--- config.mk ---
export PLATFORM = sky130hd
export DESIGN_NAME = mux_rr_arbiter_flat
export DESIGN_NICKNAME = d
export VERILOG_FILES = /design/src/rtl/mux_rr_arbiter_if.sv /design/src/rtl/mux_rr_arbiter.sv /design/src/flat_wrapper.sv
export SDC_FILE = /design/constraint.sdc
export NUM_CORES = 1
export LEC_CHECK = 0
export ABC_AREA = 1
export ABC_CLOCK_PERIOD_IN_PS = 1400
export BUFFER_PORTS_ARGS = -buffer_cell sky130_fd_sc_hd__buf_2
export CAP_MARGIN = 20
export CORE_UTILIZATION = 44
export DETAILED_ROUTE_END_ITERATION = 16
export GPL_TIMING_DRIVEN = 1
export PLACE_DENSITY = 0.82
export SKIP_LAST_GASP = 1
export SLEW_MARGIN = 20
export SYNTH_ARGS = -nofsm -noshare
export SYNTH_HDL_FRONTEND = slang
export SYNTH_SLANG_ARGS = --single-unit
--- constraint.sdc ---
create_clock -name clk -period 1.4 [get_ports clk]
set_clock_uncertainty 0.15 [all_clocks]
set_input_delay 0.28 -clock clk [delete_from_list [all_inputs] [get_ports clk]]
set_output_delay 0.28 -clock clk [all_outputs]
set_load 0.02 [all_outputs]
--- src/rtl/mux_rr_arbiter_if.sv ---
// Handshake bundle between two requesters, the arbiter and the downstream
// consumer of the shared registered output.
interface mux_rr_arbiter_if #(
  parameter int WIDTH = 4
);
  logic             a_valid;
  logic [WIDTH-1:0] a_data;
  logic             a_ready;
  logic             b_valid;
  logic [WIDTH-1:0] b_data;
  logic             b_ready;
  logic             out_valid;
  logic [WIDTH-1:0] out_data;
  logic             out_ready;
  logic             select;
  logic             busy;

  // Arbiter side: takes requests and downstream ready, drives the rest.
  modport slave (
    input  a_valid, a_data, b_valid, b_data, out_ready,
    output a_ready, b_ready, out_valid, out_data, select, busy
  );

  // Environment side: requesters plus downstream consumer.
  modport master (
    output a_valid, a_data, b_valid, b_data, out_ready,
    input  a_ready, b_ready, out_valid, out_data, select, busy
  );
endinterface

--- src/rtl/mux_rr_arbiter.sv ---
// Round-robin arbiter for two handshaked requesters sharing one registered
// output slot. A burst limit forces a hand-over when the other side waits.
module mux_rr_arbiter #(
  parameter int WIDTH     = 4,
  parameter int MAX_BURST = 4
) (
  input  logic           clk,
  input  logic           rstN,   // active-high despite the name
  mux_rr_arbiter_if.slave bus
);

  typedef enum logic [1:0] {
    IDLE    = 2'd0,
    SERVE_A = 2'd1,
    SERVE_B = 2'd2
  } state_t;

  localparam logic [3:0] BURST_LIMIT = 4'(MAX_BURST);
  localparam logic       GRANT_A     = 1'b0;
  localparam logic       GRANT_B     = 1'b1;

  state_t           state_q, state_d;
  logic             out_valid_q, out_valid_d;
  logic [WIDTH-1:0] out_data_q, out_data_d;
  logic             select_q, select_d;
  logic             last_grant_q, last_grant_d;
  logic [3:0]       burst_cnt_q, burst_cnt_d;

  logic             slot_free;
  logic             a_ready, b_ready;
  logic             a_accept, b_accept, accept;
  logic [3:0]       burst_inc;
  logic             own_valid, other_valid;
  logic             grant_req, grant_to, other_side;

  // The slot can take a word when it is empty or being drained this cycle.
  assign slot_free = !out_valid_q || bus.out_ready;
  assign a_ready   = (state_q == SERVE_A) && slot_free;
  assign b_ready   = (state_q == SERVE_B) && slot_free;
  assign a_accept  = bus.a_valid && a_ready;
  assign b_accept  = bus.b_valid && b_ready;
  assign accept    = a_accept || b_accept;

  // Saturating count of the accept happening this cycle.
  assign burst_inc = (burst_cnt_q >= BURST_LIMIT) ? BURST_LIMIT : burst_cnt_q + 4'd1;

  // Output slot: load on accept, otherwise empty it once consumed.
  always_comb begin
    out_valid_d = out_valid_q;
    out_data_d  = out_data_q;
    if (a_accept) begin
      out_valid_d = 1'b1;
      out_data_d  = bus.a_data;
    end else if (b_accept) begin
      out_valid_d = 1'b1;
      out_data_d  = bus.b_data;
    end else if (out_valid_q && bus.out_ready) begin
      out_valid_d = 1'b0;
    end
  end

  // Grant sequencing: idle arbitration, early yield and burst hand-over.
  always_comb begin
    state_d      = state_q;
    select_d     = select_q;
    last_grant_d = last_grant_q;
    burst_cnt_d  = burst_cnt_q;
    grant_req    = 1'b0;
    grant_to     = GRANT_A;
    own_valid    = (state_q == SERVE_B) ? bus.b_valid : bus.a_valid;
    other_valid  = (state_q == SERVE_B) ? bus.a_valid : bus.b_valid;
    other_side   = (state_q == SERVE_B) ? GRANT_A : GRANT_B;

    case (state_q)
      IDLE: begin
        if (bus.a_valid && bus.b_valid) begin
          grant_req = 1'b1;
          grant_to  = ~last_grant_q;
        end else if (bus.a_valid) begin
          grant_req = 1'b1;
          grant_to  = GRANT_A;
        end else if (bus.b_valid) begin
          grant_req = 1'b1;
          grant_to  = GRANT_B;
        end
      end
      SERVE_A, SERVE_B: begin
        if (!own_valid) begin
          // Owner has nothing: hand over directly, or fall back to idle.
          if (other_valid) begin
            grant_req = 1'b1;
            grant_to  = other_side;
          end else begin
            state_d = IDLE;
          end
        end else if (accept) begin
          if (burst_inc >= BURST_LIMIT) begin
            if (other_valid) begin
              grant_req = 1'b1;
              grant_to  = other_side;
            end else begin
              burst_cnt_d = 4'd0;  // nobody waiting: start a fresh burst
            end
          end else begin
            burst_cnt_d = burst_inc;
          end
        end
        // Stalled cycles leave everything unchanged.
      end
      default: state_d = IDLE;
    endcase

    if (grant_req) begin
      state_d      = (grant_to == GRANT_B) ? SERVE_B : SERVE_A;
      select_d     = grant_to;
      last_grant_d = grant_to;
      burst_cnt_d  = 4'd0;
    end
  end

  // State and output registers; reset wins over any handshake.
  always_ff @(posedge clk) begin
    if (rstN) begin
      state_q      <= IDLE;
      out_valid_q  <= 1'b0;
      out_data_q   <= '0;
      select_q     <= GRANT_A;
      last_grant_q <= GRANT_B;
      burst_cnt_q  <= 4'd0;
    end else begin
      state_q      <= state_d;
      out_valid_q  <= out_valid_d;
      out_data_q   <= out_data_d;
      select_q     <= select_d;
      last_grant_q <= last_grant_d;
      burst_cnt_q  <= burst_cnt_d;
    end
  end

  assign bus.a_ready   = a_ready;
  assign bus.b_ready   = b_ready;
  assign bus.out_valid = out_valid_q;
  assign bus.out_data  = out_data_q;
  assign bus.select    = select_q;
  assign bus.busy      = (state_q != IDLE);

endmodule
--- src/flat_wrapper.sv ---
// flat-port wrapper written by rule: the top's interface ports become plain ports
module mux_rr_arbiter_flat 
#(
  parameter int WIDTH     = 4,
  parameter int MAX_BURST = 4
)
  (clk, rstN, bus_a_valid, bus_a_data, bus_b_valid, bus_b_data, bus_out_ready, bus_a_ready, bus_b_ready, bus_out_valid, bus_out_data, bus_select, bus_busy);
  mux_rr_arbiter_if #(.WIDTH(WIDTH)) bus_i ();
  input  logic clk;
  input  logic rstN;
  input wire logic [$bits(bus_i.a_valid)-1:0] bus_a_valid;
  input wire logic [$bits(bus_i.a_data)-1:0] bus_a_data;
  input wire logic [$bits(bus_i.b_valid)-1:0] bus_b_valid;
  input wire logic [$bits(bus_i.b_data)-1:0] bus_b_data;
  input wire logic [$bits(bus_i.out_ready)-1:0] bus_out_ready;
  output wire logic [$bits(bus_i.a_ready)-1:0] bus_a_ready;
  output wire logic [$bits(bus_i.b_ready)-1:0] bus_b_ready;
  output wire logic [$bits(bus_i.out_valid)-1:0] bus_out_valid;
  output wire logic [$bits(bus_i.out_data)-1:0] bus_out_data;
  output wire logic [$bits(bus_i.select)-1:0] bus_select;
  output wire logic [$bits(bus_i.busy)-1:0] bus_busy;
  assign bus_i.a_valid = bus_a_valid;
  assign bus_i.a_data = bus_a_data;
  assign bus_i.b_valid = bus_b_valid;
  assign bus_i.b_data = bus_b_data;
  assign bus_i.out_ready = bus_out_ready;
  assign bus_a_ready = bus_i.a_ready;
  assign bus_b_ready = bus_i.b_ready;
  assign bus_out_valid = bus_i.out_valid;
  assign bus_out_data = bus_i.out_data;
  assign bus_select = bus_i.select;
  assign bus_busy = bus_i.busy;
  mux_rr_arbiter #(.WIDTH(WIDTH), .MAX_BURST(MAX_BURST)) u_core (.clk(clk), .rstN(rstN), .bus(bus_i));
endmodule
==> results of run 1 <==
[power breakdown]
group	switching, mW	total, mW	internal, mW
logic	0.846	1.58	0.739
registers	0.0796	0.569	0.489
clock network	0.125	0.235	0.111
total	1.05	2.39	1.34
[path summary, 6_finish.rpt]
check | to | start
min reg2reg | u_core.bus.select | u_core.bus.select
min | u_core.bus.out_data[1] | bus_a_data[1]
max reg2reg | u_core.last_grant_q | u_core.state_q[0]
max | u_core.last_grant_q | u_core.state_q[0]
[flip-flops by register name, indices dropped and copies added, names as in the netlist]
name	flops
u_core.burst_cnt_q	4
u_core.bus.out_data	4
u_core.bus.out_valid	1
u_core.bus.select	1
u_core.last_grant_q	1
u_core.state_q	2
[layer usage]
metal / routed length, um / vias to the layer above
li1: - / 415
met1: 791 / 375
met2: 935 / 33
met3: 106 / 7
met4: 62 / 0
met5: 0 / -
[logic make-up (layout without fill, tap and decap cells)]
kind of cell             count (synthesis)  in the layout  synth area share, %
AND/OR/NAND/NOR                         54             54                 36.1
buffers and inverters                   19             58                 10.4
AO/OA/AOI/OAI                           15             15                 11.0
flip-flops                              13             13                 34.3
adder cells (fa/ha/maj)                  5              5                 8.24
[final cells by class]
| class | count | share of cell area (%) |
|---|---|---|
| Clock buffer | 4 | 2.25 |
| Inverter | 17 | 5.90 |
| Timing Repair Buffer | 37 | 22.4 |
| Tap cell | 16 | 1.72 |
| Sequential cell | 13 | 22.7 |
| Multi-Input combinational cell | 74 | 45.0 |
[layout by cell type, fill, tap and decap left out, drive strengths merged, types with 4 or more instances in the layout]
cell type,n
buf,37
a31oi,4
ha,5
nor2,11
nand3,10
dfxtp,13
nand2,31
clkbuf,4
inv,17
o21ai,9
[worst max-delay path: stages, from the launching register on]
cell and delay (ns):
sky130_fd_sc_hd__dfxtp_4 0.35, sky130_fd_sc_hd__inv_4 0.07, sky130_fd_sc_hd__ha_4 0.14, sky130_fd_sc_hd__buf_6 0.10
sky130_fd_sc_hd__nand3_2 0.07, sky130_fd_sc_hd__nand2_2 0.11, sky130_fd_sc_hd__nand2_2 0.06, sky130_fd_sc_hd__nand2_2 0.08
sky130_fd_sc_hd__nand3_2 0.07, sky130_fd_sc_hd__nand2_2 0.10, sky130_fd_sc_hd__nand2_4 0.08, sky130_fd_sc_hd__nand2_2 0.06
sky130_fd_sc_hd__nand3_1 0.05
[what timing repair did]
action	in CTS	in global routing
setup buffers	3	3
setup endpoints to repair	12	16
endpoints found under the hold margin	0	0
pin swaps	5	4
gates cloned	0	1
gates resized for setup	19	5
==> flow_results.xml, run 1 <==
<?xml version="1.0" encoding="UTF-8"?>
<metrics>
  <group name="run_status">
    <metric name="status" unit="">complete, but fails checks</metric>
    <metric name="violations" unit="">design-rule violations, negative setup slack</metric>
  </group>
  <group name="critical_path">
    <metric name="setup.worst_path.end_class" unit="">flip-flop</metric>
    <metric name="cp.required" unit="ns">1.41</metric>
    <metric name="critical_path.startpoint_type" unit="">flip-flop</metric>
    <metric name="worst-setup-path-type" unit="">reg2reg</metric>
    <metric name="worst-r2r-setup-slack" unit="ns">-0.22</metric>
    <metric name="worst_ep_arrival_time" unit="ns">1.62</metric>
    <metric name="reg2regPathDepth" unit="">12</metric>
    <metric name="crit_path_max_fanout" unit="">4</metric>
  </group>
  <group name="logic_synthesis">
    <metric name="synth_cell_type_count" unit="">20</metric>
    <metric name="synth_seq_cells" unit="">13</metric>
    <metric name="synth.cells.most_frequent" unit="">sky130_fd_sc_hd__nand2_1 (26), sky130_fd_sc_hd__inv_1 (16), sky130_fd_sc_hd__dfxtp_1 (13)</metric>
    <metric name="synth-async-reset-ratio" unit="%">0</metric>
    <metric name="syn_inst" unit="">106</metric>
    <metric name="synth_edf_count" unit="">0</metric>
    <metric name="synth_top_flop_cell" unit="">sky130_fd_sc_hd__dfxtp_1</metric>
    <metric name="synth.avg_cell_area" unit="um2">7.16</metric>
    <metric name="synth_area_leaders" unit="">sky130_fd_sc_hd__dfxtp_1 (34%), sky130_fd_sc_hd__nand2_1 (13%), sky130_fd_sc_hd__ha_1 (8.2%)</metric>
    <metric name="most_frequent_cell_after_synthesis" unit="">sky130_fd_sc_hd__nand2_1</metric>
    <metric name="synth_sequential_area_ratio" unit="%">34.3</metric>
    <metric name="cell_area_after_synthesis" unit="um2">759</metric>
    <metric name="synth_nets" unit="">124</metric>
    <metric name="netlist.top_cell.by_area" unit="">sky130_fd_sc_hd__dfxtp_1</metric>
    <metric name="yosysTopAreaCellShare" unit="%">34.3</metric>
    <metric name="synth-warning-count" unit="">0</metric>
  </group>
  <group name="detailed_routing">
    <metric name="dr.first_iter.drc_count" unit="">26</metric>
    <metric name="antenna_left" unit="">0</metric>
    <metric name="total_number_of_vias" unit="">830</metric>
    <metric name="detailedRoute.firstPassIterationCount" unit="">11</metric>
    <metric name="detail_route.vias_per_cell" unit="">5.16</metric>
    <metric name="wl_per_cell" unit="um">11.8</metric>
    <metric name="drc" unit="">4</metric>
    <metric name="drt_wl_total" unit="mm">1.90</metric>
  </group>
  <group name="die">
    <metric name="fp.dieH" unit="um">43.5</metric>
    <metric name="dieArea" unit="um2">1900</metric>
    <metric name="core_area" unit="um2">1560</metric>
    <metric name="top_level_ports" unit="">22</metric>
    <metric name="initial_utilization" unit="%">48.7</metric>
    <metric name="rows" unit="">14</metric>
    <metric name="floorplan.die.width" unit="um">43.5</metric>
  </group>
  <group name="final_layout">
    <metric name="nFillCells" unit="">101</metric>
    <metric name="layoutNonFillerInstCount" unit="">161</metric>
    <metric name="flow.area_growth_from_synthesis" unit="%">53.5</metric>
    <metric name="antenna-diode-count" unit="">0</metric>
    <metric name="ff_latch_area" unit="um2">265</metric>
    <metric name="final_net_count" unit="">164</metric>
    <metric name="final_util" unit="%">74.8</metric>
    <metric name="finalInstanceArea" unit="um2">1170</metric>
    <metric name="post_route_cells_drive_above_1_share" unit="%">51.0</metric>
    <metric name="multi_input_comb_area" unit="um2">524</metric>
  </group>
  <group name="placement">
    <metric name="place.port_buffers" unit="">21</metric>
    <metric name="place_hpwl" unit="mm">1.40</metric>
    <metric name="gp_congestion" unit="">0.752</metric>
    <metric name="placed_cell_area" unit="um2">1010</metric>
    <metric name="pre_cts_slack" unit="ns">-0.168</metric>
    <metric name="place_inst" unit="">150</metric>
  </group>
  <group name="clock_network">
    <metric name="cts_tree" unit="">done</metric>
    <metric name="cts.sink_count" unit="">13</metric>
    <metric name="cts-hold-fix-buffers" unit="">0</metric>
    <metric name="ctsLongestPathBuffers" unit="">2</metric>
    <metric name="clock-root-buffer" unit="">sky130_fd_sc_hd__clkbuf_4</metric>
    <metric name="clock_transition_at_the_register_clock_pins_on_the_worst_setup_and_hold_paths_after_cts" unit="ns">0.08</metric>
    <metric name="maximum_level_of_the_cts_h_tree" unit="">1</metric>
    <metric name="cts_inserted_buffers" unit="">3</metric>
    <metric name="clk-insertion-delay-late" unit="ns">0.28</metric>
  </group>
  <group name="global_route">
    <metric name="global_route_wire_length_before_repair" unit="mm">3.18</metric>
    <metric name="grt_util_met3" unit="%">5.00</metric>
    <metric name="top_usage_layer" unit="">met2</metric>
    <metric name="grt_start_max_net_pins" unit="">12</metric>
    <metric name="grt.met1_usage" unit="%">25.8</metric>
    <metric name="global_route.overflow_total" unit="">0</metric>
    <metric name="met2_usage" unit="%">41.2</metric>
    <metric name="grt_pass1_vias" unit="">764</metric>
    <metric name="gr-usage-all-layers" unit="%">23.2</metric>
    <metric name="antenna_found_initial" unit="">0</metric>
  </group>
  <group name="job">
    <metric name="max_cap_violations" unit="">0</metric>
  </group>
  <group name="sta">
    <metric name="max_clock_freq" unit="MHz">618</metric>
    <metric name="period_needed" unit="ns">1.62</metric>
    <metric name="finalHoldViolCount" unit="">0</metric>
    <metric name="fin_worst_hold_slack" unit="ns">0.105</metric>
    <metric name="max-slew-margin-rel" unit="%">74.0</metric>
    <metric name="drv_slew" unit="">0</metric>
    <metric name="worst_pin_slew" unit="ns">0.389</metric>
    <metric name="post-route-worst-setup-slack" unit="ns">-0.218</metric>
    <metric name="final-setup-viol-count" unit="">16</metric>
    <metric name="setup_repair_after_global_routing_missed_its_margin" unit="">true</metric>
    <metric name="totalNegativeSetupSlack" unit="ns">-2.87</metric>
    <metric name="fin_crit_sh" unit="%">116</metric>
  </group>
  <group name="power_and_ir_drop">
    <metric name="leakagePower" unit="nW">0.577</metric>
    <metric name="design_power_total" unit="mW">2.39</metric>
    <metric name="power.ir.vdd_worst" unit="mV">1.31</metric>
    <metric name="power-per-cell-area" unit="nW/um2">2050</metric>
  </group>
  <group name="min_path">
    <metric name="hold_path_class" unit="">in2reg</metric>
    <metric name="hold-path-cell-count" unit="">3</metric>
  </group>
</metrics>
No activity file was read; power rests on OpenSTA's default activity.
==> inputs of run 2 (changes only) <==
==> constraint.sdc (replaced) <==
create_clock -name clk -period 1.4 [get_ports clk]
set_clock_uncertainty 0.15 [all_clocks]
set_input_delay 0 -clock clk [delete_from_list [all_inputs] [get_ports clk]]
set_output_delay 0 -clock clk [all_outputs]
set_load 0.02 [all_outputs]
==> run 2 against run 1 <==
The flow still finishes with violations (design-rule violations, negative setup slack); count of clock-buffer cells in the layout stayed put; final area is 4.9% higher; combinational power is 8% lower; cell count is 1.9% higher; utilization is 3.7 points higher; maximum frequency is 0.75% lower; power is 5.2% lower; sequential power is 2% higher; critical endpoint is now u_core.burst_cnt_q[1]; highest routed layer unchanged.
==> flow_results.xml, run 2 (same netlist as run 1, synthesis figures left out) <==
<?xml version="1.0" encoding="UTF-8"?>
<metrics>
  <group name="clock_network">
    <metric name="maximum_level_of_the_cts_h_tree" unit="">1</metric>
    <metric name="clock_transition_at_the_register_clock_pins_on_the_worst_setup_and_hold_paths_after_cts" unit="ns">0.08</metric>
    <metric name="ctsLongestPathBuffers" unit="">2</metric>
    <metric name="clock-root-buffer" unit="">sky130_fd_sc_hd__clkbuf_4</metric>
    <metric name="cts_inserted_buffers" unit="">3</metric>
    <metric name="cts.sink_count" unit="">13</metric>
    <metric name="cts_tree" unit="">done</metric>
    <metric name="clk-insertion-delay-late" unit="ns">0.28</metric>
  </group>
  <group name="detailed_routing">
    <metric name="detailedRoute.firstPassIterationCount" unit="">11</metric>
    <metric name="drc" unit="">5</metric>
    <metric name="drt_wl_total" unit="mm">2.03</metric>
    <metric name="total_number_of_vias" unit="">836</metric>
    <metric name="antenna_left" unit="">0</metric>
    <metric name="dr.first_iter.drc_count" unit="">16</metric>
    <metric name="wl_per_cell" unit="um">12.4</metric>
    <metric name="detail_route.vias_per_cell" unit="">5.10</metric>
  </group>
  <group name="global_route">
    <metric name="grt_start_max_net_pins" unit="">12</metric>
    <metric name="grt_pass1_vias" unit="">837</metric>
    <metric name="antenna_found_initial" unit="">0</metric>
    <metric name="global_route.overflow_total" unit="">0</metric>
    <metric name="gr-usage-all-layers" unit="%">25.6</metric>
    <metric name="global_route_wire_length_before_repair" unit="mm">3.48</metric>
  </group>
  <group name="placement">
    <metric name="placed_cell_area" unit="um2">1010</metric>
    <metric name="pre_cts_slack" unit="ns">-0.168</metric>
    <metric name="place.port_buffers" unit="">21</metric>
    <metric name="gp_congestion" unit="">0.752</metric>
    <metric name="place_hpwl" unit="mm">1.40</metric>
  </group>
  <group name="sta">
    <metric name="max-slew-margin-rel" unit="%">76.1</metric>
    <metric name="post-route-worst-setup-slack" unit="ns">-0.231</metric>
    <metric name="setup_repair_after_global_routing_missed_its_margin" unit="">true</metric>
    <metric name="finalHoldViolCount" unit="">0</metric>
    <metric name="fin_worst_hold_slack" unit="ns">0.0660</metric>
    <metric name="fin_crit_sh" unit="%">116</metric>
    <metric name="period_needed" unit="ns">1.63</metric>
    <metric name="drv_slew" unit="">0</metric>
    <metric name="worst_pin_slew" unit="ns">0.358</metric>
    <metric name="max_clock_freq" unit="MHz">613</metric>
    <metric name="totalNegativeSetupSlack" unit="ns">-1.40</metric>
    <metric name="final-setup-viol-count" unit="">12</metric>
  </group>
  <group name="critical_path">
    <metric name="critical_path.startpoint_type" unit="">flip-flop</metric>
    <metric name="crit_path_max_fanout" unit="">6</metric>
    <metric name="worst-setup-path-type" unit="">reg2reg</metric>
    <metric name="worst_ep_arrival_time" unit="ns">1.71</metric>
    <metric name="cp.required" unit="ns">1.48</metric>
    <metric name="setup.worst_path.end_class" unit="">flip-flop</metric>
  </group>
  <group name="final_layout">
    <metric name="flow.area_growth_from_synthesis" unit="%">61.1</metric>
    <metric name="ff_latch_area" unit="um2">268</metric>
    <metric name="nFillCells" unit="">102</metric>
    <metric name="final_common_cell" unit="">sky130_fd_sc_hd__buf_2</metric>
    <metric name="final_net_count" unit="">167</metric>
    <metric name="antenna-diode-count" unit="">0</metric>
    <metric name="post_route_cells_drive_above_1_share" unit="%">45.9</metric>
    <metric name="multi_input_comb_area" unit="um2">546</metric>
    <metric name="layout_common_cells" unit="">sky130_fd_sc_hd__buf_2 (20), sky130_fd_sc_hd__nand2_1 (19), sky130_fd_sc_hd__inv_1 (13)</metric>
    <metric name="finalInstanceArea" unit="um2">1220</metric>
  </group>
  <group name="run_status">
    <metric name="violations" unit="">design-rule violations, negative setup slack</metric>
    <metric name="status" unit="">complete, but fails checks</metric>
  </group>
  <group name="min_path">
    <metric name="hold_path_class" unit="">in2reg</metric>
  </group>
  <group name="die">
    <metric name="fp.dieH" unit="um">43.5</metric>
    <metric name="top_level_ports" unit="">22</metric>
    <metric name="dieArea" unit="um2">1900</metric>
    <metric name="core_area" unit="um2">1560</metric>
    <metric name="initial_utilization" unit="%">48.7</metric>
    <metric name="rows" unit="">14</metric>
    <metric name="floorplan.die.width" unit="um">43.5</metric>
  </group>
  <group name="power_and_ir_drop">
    <metric name="power-per-cell-area" unit="nW/um2">1850</metric>
    <metric name="power.ir.vdd_worst" unit="mV">1.27</metric>
    <metric name="leakagePower" unit="nW">0.583</metric>
  </group>
  <group name="job">
    <metric name="max_cap_violations" unit="">0</metric>
  </group>
</metrics>
run 2: cell types whose count changed in the layout (fill, tap and decap cells not counted), moves of 2 or more:
cell / before / now
sky130_fd_sc_hd__nand3_2: 5 / 2
sky130_fd_sc_hd__o21ai_1: 3 / 1
sky130_fd_sc_hd__nand3_1: 4 / 6
sky130_fd_sc_hd__dlygate4sd3_1: 0 / 9
sky130_fd_sc_hd__buf_6: 5 / 2
sky130_fd_sc_hd__nand2_4: 2 / 4
sky130_fd_sc_hd__buf_4: 12 / 8
run 2: worst paths after layout:
kind	start	slack [ns]	cells past startpoint	endpoint
setup reg to reg	u_core.state_q[0]	-0.23	10	u_core.burst_cnt_q[1]
hold reg to reg	u_core.burst_cnt_q[3]	0.31	2	u_core.burst_cnt_q[3]
setup / recovery	u_core.state_q[0]	-0.23	10	u_core.burst_cnt_q[1]
hold / removal	bus_b_valid	0.07	5	u_core.state_q[1]
run 2: per-stage QoR:
step | power [mW] | util, % | instances
final | 2.26 | 78.5 | 164
after global routing | 2.44 | 78.5 | 164
after CTS | 2.23 | 76.9 | 163
after detailed placement | 1.83 | 64.8 | 150
after global placement | 1.78 | 64.8 | 150
after floorplan | 1.44 | - | 106
run 2: worst max-delay path, stage by stage, from the launching register on:
cell,delay [ns]
sky130_fd_sc_hd__dfxtp_4,0.37
sky130_fd_sc_hd__inv_4,0.08
sky130_fd_sc_hd__ha_4,0.19
sky130_fd_sc_hd__inv_4,0.06
sky130_fd_sc_hd__o21ai_4,0.16
sky130_fd_sc_hd__nand2_2,0.08
sky130_fd_sc_hd__nand4_4,0.13
sky130_fd_sc_hd__nand2_1,0.09
sky130_fd_sc_hd__o21ai_1,0.11
sky130_fd_sc_hd__inv_1,0.07
sky130_fd_sc_hd__nor2_2,0.09
run 2: final cells by class:
class	count	share of cell area, %
Timing Repair Buffer	40	23.9
Tap cell	16	1.64
Sequential cell	13	21.9
Clock buffer	4	2.15
Multi-Input combinational cell	74	44.6
Inverter	17	5.83
run 2: routing by layer:
layer | vias to the layer above | GRT usage (%) | share of wire, % | wire (um)
met2 | 29 | 46.0 | 52 | 1060
met5 | - | 0 | 0 | 0
li1 | 419 | - | - | -
met1 | 379 | 27.6 | 40 | 813
met4 | 0 | 14.4 | 4.3 | 87
met3 | 9 | 5.00 | 3.3 | 68
run 2: repair_timing:
action | in CTS | in global routing
pin swaps | 7 | 3
hold buffers | 9 | 0
endpoints found under the setup margin | 10 | 14
setup buffers | 0 | 2
hold endpoints to repair | 6 | 0
resized for setup | 19 | 5
run 2: power by group:
part | total [mW] | internal [mW] | switching (mW)
combinational | 1.45 | 0.632 | 0.816
sequential | 0.581 | 0.494 | 0.0873
clock | 0.236 | 0.111 | 0.126
==> inputs of run 3 (changes only) <==
Settings changed: PLACE_DENSITY 0.82 to not set, PLACE_DENSITY_LB_ADDON set to 0.05.
==> run 3 against run 2 <==
The flow still finishes with violations (design-rule violations, negative setup slack); maximum frequency up 5.4%; sequential power up 1%; critical path type unchanged; sequential cell count unchanged; wire length down 7.3%; non-clock buffer count unchanged; sequential share of layout area up 0.29 points; register-to-register slack better by 0.08 ns; die area unchanged; critical path depth unchanged; cell count unchanged.
==> flow_results.xml, run 3 (same netlist as run 1, synthesis figures left out) <==
<?xml version="1.0" encoding="UTF-8"?>
<metrics>
  <group name="clock_network">
    <metric name="cts.sink_count" unit="">13</metric>
    <metric name="clock-root-buffer" unit="">sky130_fd_sc_hd__clkbuf_4</metric>
    <metric name="cts_inserted_buffers" unit="">3</metric>
    <metric name="cts_tree" unit="">done</metric>
    <metric name="ctsLongestPathBuffers" unit="">2</metric>
    <metric name="maximum_level_of_the_cts_h_tree" unit="">1</metric>
    <metric name="clk-insertion-delay-late" unit="ns">0.28</metric>
    <metric name="clock_transition_at_the_register_clock_pins_on_the_worst_setup_and_hold_paths_after_cts" unit="ns">0.08</metric>
  </group>
  <group name="final_layout">
    <metric name="post_route_cells_drive_above_1_share" unit="%">46.6</metric>
    <metric name="final_util" unit="%">77.4</metric>
    <metric name="antenna-diode-count" unit="">0</metric>
    <metric name="flow.area_growth_from_synthesis" unit="%">59.0</metric>
    <metric name="final_net_count" unit="">167</metric>
    <metric name="layout_common_cells" unit="">sky130_fd_sc_hd__nand2_1 (20), sky130_fd_sc_hd__buf_2 (19), sky130_fd_sc_hd__inv_1 (12)</metric>
    <metric name="final_common_cell" unit="">sky130_fd_sc_hd__nand2_1</metric>
    <metric name="nFillCells" unit="">117</metric>
  </group>
  <group name="job">
    <metric name="max_cap_violations" unit="">0</metric>
  </group>
  <group name="critical_path">
    <metric name="cpLargestDelayFamily" unit="">simple AND/OR/NAND/NOR gates</metric>
    <metric name="setup.worst_path.end_class" unit="">flip-flop</metric>
    <metric name="cp.required" unit="ns">1.47</metric>
    <metric name="cpPeakStageDelay" unit="ns">0.37</metric>
    <metric name="timing.critical_path.cells" unit="">inv_4, ha_4, inv_4, nand2_2, o21ai_4, nand2_2, nand4_4, o21ai_1, inv_1, nor2_2</metric>
    <metric name="worst_ep_arrival_time" unit="ns">1.61</metric>
    <metric name="critical_path.startpoint_type" unit="">flip-flop</metric>
    <metric name="worst_path_max_delay_cell" unit="">sky130_fd_sc_hd__dfxtp_4</metric>
    <metric name="crit_path_max_fanout" unit="">5</metric>
    <metric name="path_buf_inv" unit="">3</metric>
    <metric name="worst-setup-path-type" unit="">reg2reg</metric>
  </group>
  <group name="global_route">
    <metric name="global_route.overflow_total" unit="">0</metric>
    <metric name="grt_pass1_vias" unit="">793</metric>
    <metric name="grt_util_met3" unit="%">4.58</metric>
    <metric name="grt.met1_usage" unit="%">29.7</metric>
    <metric name="global_route_wire_length_before_repair" unit="mm">3.34</metric>
    <metric name="top_usage_layer" unit="">met2</metric>
    <metric name="met2_usage" unit="%">39.4</metric>
    <metric name="antenna_found_initial" unit="">0</metric>
    <metric name="gr-usage-all-layers" unit="%">23.9</metric>
    <metric name="grt_start_max_net_pins" unit="">12</metric>
  </group>
  <group name="sta">
    <metric name="fin_crit_sh" unit="%">110</metric>
    <metric name="max-slew-margin-rel" unit="%">77.8</metric>
    <metric name="period_needed" unit="ns">1.55</metric>
    <metric name="post-route-worst-setup-slack" unit="ns">-0.147</metric>
    <metric name="drv_slew" unit="">0</metric>
    <metric name="final-setup-viol-count" unit="">10</metric>
    <metric name="finalHoldViolCount" unit="">0</metric>
    <metric name="max_clock_freq" unit="MHz">646</metric>
    <metric name="worst_pin_slew" unit="ns">0.333</metric>
    <metric name="setup_repair_after_global_routing_missed_its_margin" unit="">true</metric>
  </group>
  <group name="power_and_ir_drop">
    <metric name="leakagePower" unit="nW">0.579</metric>
    <metric name="design_power_total" unit="mW">2.22</metric>
    <metric name="power-per-cell-area" unit="nW/um2">1840</metric>
    <metric name="power.ir.vdd_worst" unit="mV">1.31</metric>
  </group>
  <group name="die">
    <metric name="dieArea" unit="um2">1900</metric>
    <metric name="rows" unit="">14</metric>
    <metric name="top_level_ports" unit="">22</metric>
    <metric name="fp.dieH" unit="um">43.5</metric>
    <metric name="initial_utilization" unit="%">48.7</metric>
    <metric name="floorplan.die.width" unit="um">43.5</metric>
    <metric name="core_area" unit="um2">1560</metric>
  </group>
  <group name="detailed_routing">
    <metric name="drt_wl_total" unit="mm">1.88</metric>
    <metric name="total_number_of_vias" unit="">795</metric>
    <metric name="antenna_left" unit="">0</metric>
    <metric name="dr.first_iter.drc_count" unit="">17</metric>
    <metric name="wl_per_cell" unit="um">11.5</metric>
    <metric name="detailedRoute.firstPassIterationCount" unit="">10</metric>
    <metric name="drc" unit="">4</metric>
    <metric name="detail_route.vias_per_cell" unit="">4.85</metric>
  </group>
  <group name="run_status">
    <metric name="status" unit="">complete, but fails checks</metric>
    <metric name="violations" unit="">design-rule violations, negative setup slack</metric>
  </group>
  <group name="min_path">
    <metric name="hold_path_class" unit="">in2reg</metric>
  </group>
  <group name="placement">
    <metric name="place.port_buffers" unit="">21</metric>
    <metric name="place_hpwl" unit="mm">1.34</metric>
    <metric name="gp_congestion" unit="">0.837</metric>
  </group>
</metrics>
-- run 3: cell types whose count changed in the layout (fill, tap and decap cells not counted) --
cell	change
sky130_fd_sc_hd__buf_4	+2
sky130_fd_sc_hd__nand2_4	-2
sky130_fd_sc_hd__nand3_2	+2
sky130_fd_sc_hd__buf_2	-1
sky130_fd_sc_hd__buf_6	-1
sky130_fd_sc_hd__inv_1	-1
sky130_fd_sc_hd__inv_2	+1
sky130_fd_sc_hd__nand2_1	+1
sky130_fd_sc_hd__nand2_2	+1
sky130_fd_sc_hd__nand3_1	-1
sky130_fd_sc_hd__nand3_4	-1
-- run 3: area by class of cell --
type | instances | area [um2] | share of cell area [%]
Timing Repair Buffer | 40 | 292 | 24.1
Multi-Input combinational cell | 74 | 531 | 43.9
Tap cell | 16 | 20.0 | 1.66
Inverter | 17 | 71.3 | 5.91
Sequential cell | 13 | 268 | 22.2
Clock buffer | 4 | 26.3 | 2.18
-- run 3: worst paths after layout --
kind / from / to / slack [ns] / depth (start not counted)
worst max-delay path: u_core.state_q[0] / u_core.burst_cnt_q[1] / -0.15 / 10
worst min-delay path: bus_b_valid / u_core.state_q[1] / 0.04 / 5
worst max register to register: u_core.state_q[0] / u_core.burst_cnt_q[1] / -0.15 / 10
worst min register to register: u_core.burst_cnt_q[2] / u_core.burst_cnt_q[2] / 0.31 / 2
-- run 3: per-stage QoR --
| stage | TNS [ns] | hold slack [ns] | std cells | setup slack, ns | area (um2) |
|---|---|---|---|---|---|
| 2_1_floorplan | -0.186 | 0.00876 | 106 | -0.0383 | 820 |
| 3_3_place_gp | -0.768 | 0.119 | 150 | -0.114 | 1010 |
| 3_5_place_dp | -1.05 | 0.128 | 150 | -0.170 | 1010 |
| 4_1_cts | -1.00 | 0.0366 | 163 | -0.125 | 1150 |
| 5_1_grt | -2.32 | 0.0768 | 164 | -0.272 | 1210 |
| 6_report | -1.10 | 0.0353 | 164 | -0.147 | 1210 |
-- run 3: where the power goes --
part	internal (mW)	leakage, nW	switching [mW]
Combinational	0.609	0.457	0.792
Sequential	0.494	0.108	0.0929
Clock	0.111	0.0150	0.121
Total	1.21	0.579	1.01
-- run 3: repair_timing --
item,4_1_cts,5_1_grt
endpoints found under the hold margin,7,0
buffers inserted,0,2
endpoints found under the setup margin,10,15
gates resized for setup,7,15
hold buffers,9,0
pin swaps,6,5
-- run 3: per-layer routing --
metal,wire length (um),share of wire (%)
met1,840,45
met2,925,49
met3,74,3.9
met4,42,2.2
met5,0,0
-- run 3: worst min-delay path: stages --
cell,delay (ns)
sky130_fd_sc_hd__buf_2,0.13
sky130_fd_sc_hd__nand3_1,0.10
sky130_fd_sc_hd__nand2_2,0.06
sky130_fd_sc_hd__nand3_1,0.08
sky130_fd_sc_hd__nand2_1,0.05
